$ cat config.mk
export PLATFORM = sky130hd
export DESIGN_NAME = delay_probe_flat
export DESIGN_NICKNAME = d
export VERILOG_FILES = /design/src/rtl/delay_probe_if.sv /design/src/rtl/delay_probe.sv /design/src/flat_wrapper.sv
export SDC_FILE = /design/constraint.sdc
export NUM_CORES = 1
export LEC_CHECK = 0
export CORE_MARGIN = 2
export CORE_UTILIZATION = 37
export DETAILED_ROUTE_END_ITERATION = 6
export PLACE_DENSITY = 0.84
export SLEW_MARGIN = 0
export SYNTH_ARGS = -nofsm -noshare
export SYNTH_HDL_FRONTEND = slang
export SYNTH_SLANG_ARGS = --single-unit
$ cat constraint.sdc
create_clock -name clk -period 2.3 [get_ports clk]
set_input_delay 0.46 -clock clk [delete_from_list [all_inputs] [get_ports clk]]
set_output_delay 0.46 -clock clk [all_outputs]
set_load 0.01 [all_outputs]
$ cat src/rtl/delay_probe_if.sv
// delay_probe_if: probe-side handshake and delay-line bus for delay_probe
//   start   -> probe   request a measurement
//   rx_data -> probe   delay line output
//   tx_data <- probe   delay line input
//   busy, done, error, delay <- probe   measurement status and result
interface delay_probe_if #(
   parameter int WIDTH = 8,
   parameter int DW    = 3
);
   logic             start;
   logic [WIDTH-1:0] tx_data;
   logic [WIDTH-1:0] rx_data;
   logic             busy;
   logic             done;
   logic             error;
   logic [DW-1:0]    delay;
   modport master (input start, rx_data, output tx_data, busy, done, error, delay);
   modport slave  (output start, rx_data, input tx_data, busy, done, error, delay);
endinterface

$ cat src/rtl/delay_probe.sv
// delay_probe: measures the cycle latency of an external delay line with a marker word
//   clk   rising-edge clock
//   reset asynchronous active-low clear
//   bus   delay_probe_if.master: start in, rx_data in, tx_data/busy/done/error/delay out
module delay_probe #(
   parameter int               WIDTH     = 8,
   parameter int               MAX_DELAY = 7,
   parameter logic [WIDTH-1:0] PATTERN   = 8'hA5
) (
   input logic           clk,
   input logic           reset,
   delay_probe_if.master bus
);
   localparam int DW = $clog2(MAX_DELAY + 1);
   typedef enum logic [1:0] {IDLE, FLUSH, SEND, WAIT} state_t;
   state_t        state, state_n;
   logic [DW-1:0] cnt, cnt_n, delay_q;
   logic          done_q, error_q;
   logic          at_max, chk, hit, bad, tout, fin;
   // cnt paces FLUSH, then counts latency from the SEND cycle
   always_comb begin
      at_max  = cnt == DW'(MAX_DELAY);
      chk     = state == SEND || state == WAIT;
      hit     = chk && bus.rx_data == PATTERN;
      bad     = chk && bus.rx_data != '0 && !hit;
      tout    = chk && bus.rx_data == '0 && at_max;
      fin     = hit || bad || tout;
      state_n = state;
      cnt_n   = '0;
      case (state)
         IDLE:    state_n = bus.start ? FLUSH : IDLE;
         FLUSH: begin
            state_n = at_max ? SEND : FLUSH;
            cnt_n   = at_max ? '0 : cnt + DW'(1);
         end
         default: begin
            state_n = fin ? IDLE : WAIT;
            cnt_n   = fin ? '0 : cnt + DW'(1);
         end
      endcase
   end
   always_ff @(posedge clk or negedge reset) begin
      if (!reset) begin
         state   <= IDLE;
         cnt     <= '0;
         done_q  <= 1'b0;
         error_q <= 1'b0;
         delay_q <= '0;
      end else begin
         state   <= state_n;
         cnt     <= cnt_n;
         done_q  <= fin;
         error_q <= fin ? !hit : (state == IDLE && bus.start) ? 1'b0 : error_q;
         if (fin) delay_q <= hit ? cnt : '0;
      end
   end
   always_comb begin
      bus.tx_data = state == SEND ? PATTERN : '0;
      bus.busy    = state != IDLE;
   end
   assign bus.done  = done_q;
   assign bus.error = error_q;
   assign bus.delay = delay_q;
endmodule

$ cat src/flat_wrapper.sv
// flat-port wrapper written by rule: the top's interface ports become plain ports
module delay_probe_flat 
#(
   parameter int               WIDTH     = 8,
   parameter int               MAX_DELAY = 7,
   parameter logic [WIDTH-1:0] PATTERN   = 8'hA5
)
  (clk, reset, bus_start, bus_rx_data, bus_tx_data, bus_busy, bus_done, bus_error, bus_delay);
  delay_probe_if #(.WIDTH(WIDTH), .DW(3)) bus_i ();
  input logic clk;
  input logic reset;
  input wire logic [$bits(bus_i.start)-1:0] bus_start;
  input wire logic [$bits(bus_i.rx_data)-1:0] bus_rx_data;
  output wire logic [$bits(bus_i.tx_data)-1:0] bus_tx_data;
  output wire logic [$bits(bus_i.busy)-1:0] bus_busy;
  output wire logic [$bits(bus_i.done)-1:0] bus_done;
  output wire logic [$bits(bus_i.error)-1:0] bus_error;
  output wire logic [$bits(bus_i.delay)-1:0] bus_delay;
  assign bus_i.start = bus_start;
  assign bus_i.rx_data = bus_rx_data;
  assign bus_tx_data = bus_i.tx_data;
  assign bus_busy = bus_i.busy;
  assign bus_done = bus_i.done;
  assign bus_error = bus_i.error;
  assign bus_delay = bus_i.delay;
  delay_probe #(.WIDTH(WIDTH), .MAX_DELAY(MAX_DELAY), .PATTERN(PATTERN)) u_core (.clk(clk), .reset(reset), .bus(bus_i));
endmodule
==> key figures <==
Timing
  – Setup Skew: 0.000806 ns
  – RSZ-0062 raised after global routing: false
  – Max-slew violations: 0
  – Tmin final: roughly 2.1 ns
  – Tcrit/Tclk final: 0.914
  – Final setup violation count: 0
  – Final setup TNS: 0 ns
  – Final hold vios: 0
  – Highest clock rate: 476 MHz
  – Worst hold slack: around 0.47 ns

Pwr
  – Clock power share: 0.260
  – Switching share of total power: 0.295
  – Leakage power total: 0.326 nW
  – Switch Pwr: 0.176 mW
  – Flop pwr share: 0.429
  – Internal Dissipation: 0.421 mW
  – Comb power frac: 0.311
  – Overall Power: 0.598 mW
  – Peak VDD IR: 0.515 mV
  – P per Cell Area: 834 nW/um2

Finish
  – Most frequent cells in the layout: 20 x clkdlybuf4s50_1, 10 x dfrtp_1, 4 x inv_1, 4 x conb_1
  – Layout cells sized above 1: 0.104
  – Commonest non-fill, non-tap cell in the layout: clkdlybuf4s50_1
  – Antenna Cells: 0
  – Fin area: 717 um2
  – Layout Utilization: 0.558
  – Syn-to-layout area delta: 42.5%
  – Nets@finish: 81

CTS
  – Clk Latency, worst-skew pair: ~0.26 ns
  – Cts repair resizes: 0
  – # clock sinks: 10
  – TritonCTS Buffers: 3
  – TritonCTS clock tree: yes
  – Clk pin slew, worst setup/hold paths: 0.06 ns
  – Clk buf depth: 2
  – CTS root buffer: clkbuf_4
  – Post-CTS setup buffers: 0
  – H-Tree Depth: 1
  – CTS Hold Bufs: 0

Synthesis
  – Mean Syn Cell Area: 10.7 um2
  – Synth top area cells: dfrtp_1 50%, buf_4 10%, a22o_1 5.2%
  – Yosys top cell area share: 0.498
  – Cell type with the largest total area after synthesis: dfrtp_1
  – Synth Area in Simple Gates: 0.149
  – Compound-gate portion of the synthesized area: 0.162
  – Post-synthesis mux area share: 0
  – Part of the Yosys area used for sequential elements: 0.498
  – #FFs+latches synth: 10
  – Synth Area in XOR/XNOR: 0
  – Largest family of logic cells by synthesized area: compound AO/OA/AOI/OAI gates
  – Synth Cell Area: approximately 500 um2
  – Post-Synthesis Cells: 47
  – Distinct cells, synth: 21
  – Adder-cell area share of the yosys netlist: 0.0498
  – Synth warn: 0

Floorplan
  – I/O pin cnt: 25
  – CORE AREA: between 1000 and 1500 um2
  – Die width: 40.9 um
  – Initial core utilization: 0.391
  – Die height: just over 40 um
  – Die footprint: ~1700 um2
  – Cell Rows: 13

Setup path
  – Worst endpoint data arrival time: 1.64 ns
  – Startpoint types: flop
  – Critical Path Sink Type: output pin
  – Worst EP required: roughly 1.8 ns
  – CP max FO: 6
  – Setup CP Type: flop to output pin

Hold path
  – Worst min path class: flop to flop

Global route
  – Total grt overflow: 0
  – Gr usage total: 0.156
  – Vias in the first global route: a little under 400
  – Initial antenna violation count: 0
  – First-pass GRT wire length: between 1500 and 2000 um
  – Pin count of the biggest net entering global routing: 11

Routing
  – 1st-iter DRT viols: 11
  – # DRC: 0
  – Routed vias: 410
  – Final ANT Viol Nets: 0
  – Final WL: roughly 1000 um
  – Pre-antenna DRT Iters: 4
  – Met2 WL: 547 um
  – Met1 wire length: 390 um
  – Via density: 5.00
  – Highest Signal Layer: met3
  – WL met3: 66 um
  – Wire length per cell: roughly 12 um

Job
  – Max-Cap Viols: 0

Placement
  – Detailed Place HPWL: around 850 um
  – Number of I/O port buffers: 20
  – Routability-driven placement congestion ratio: between 0.8 and 0.9
  – Dpl cell area: 681 um2

Outcome
  – Outcome: complete, no violations
[cell type report]
cell class              instances  area (um2)
flip-flops and latches         10         250
well taps                      15        18.8
clock buffers                   4        36.3
repair buffers                 20         200
inverters                       4        15.0
fillers                       123         568
multi-input cells              29         196
[cells in the mapped netlist]
| library cell | count |
|---|---|
| dfrtp_1 | 10 |
| buf_4 | 7 |
| inv_1 | 4 |
| a22o_1 | 3 |
| a21boi_1 | 2 |
| a21oi_1 | 2 |
| ha_1 | 2 |
| nand2_1 | 2 |
| nor3_1 | 2 |
| or4_4 | 2 |
| conb_1 | 1 |
| nand2b_1 | 1 |
| nand3_1 | 1 |
| nand4_1 | 1 |
| nor2_1 | 1 |
| nor4_1 | 1 |
| o21a_1 | 1 |
| o21ai_0 | 1 |
| o21ai_1 | 1 |
| o31ai_2 | 1 |
| or4_1 | 1 |
[per-stage QoR]
| step | cells | setup slack, ns |
|---|---|---|
| final | 82 | 0.199 |
| after global routing | 82 | 0.0792 |
| after CTS | 82 | 0.178 |
| after detailed placement | 78 | 0.0981 |
| after global placement | 78 | 0.123 |
| after floorplan | 50 | 0.400 |
[worst max-delay path: stages (launching register included)]
cell and delay (ns):
dfrtp_1 0.42, inv_1 0.14, nor2_1 0.23, clkdlybuf4s50_1 0.60
[power by group through the flow]
stage | clock network [mW] | logic, mW | registers (mW)
3_3_place_gp | 0 | 0.178 | 0.256
4_1_cts | 0.163 | 0.188 | 0.255
6_report | 0.155 | 0.186 | 0.256
2_1_floorplan | 0 | 0.107 | 0.256
3_5_place_dp | 0 | 0.188 | 0.259
5_1_grt | 0.173 | 0.208 | 0.262
[per-layer routing]
layer,track usage,vias up
met5,0,-
met4,0,0
met3,0.0815,0
met2,0.301,14
met1,0.154,197
li1,-,199
[state kept, by name, indices dropped and copies added, names as in the netlist]
name / flops
u_core.bus.done: 1
u_core.bus.delay: 3
u_core.bus.error: 1
u_core.state: 2
u_core.cnt: 3
[kinds of logic after synthesis]
family,after synthesis
compound gates,11
fa+ha+maj,2
buf+inv,11
flops,10
other cells,1
simple gates,12
[path summary, 6_finish.rpt]
check,from,end,slack [ns],cells past startpoint
worst max-delay path,u_core.state[1]$_DFF_PN0_,bus_tx_data[2],0.20,3
worst min-delay path,u_core.cnt[0]$_DFF_PN0_,u_core.cnt[0]$_DFF_PN0_,0.47,1
worst max register to register,u_core.cnt[0]$_DFF_PN0_,u_core.cnt[2]$_DFF_PN0_,0.28,5
worst min register to register,u_core.cnt[0]$_DFF_PN0_,u_core.cnt[0]$_DFF_PN0_,0.47,1
max in group asynchronous,reset,u_core.state[1]$_DFF_PN0_,1.49,1
min in group asynchronous,reset,u_core.bus.delay[2]$_DFFE_PN0P_,0.51,1
Power figures use the tool's default switching activity.
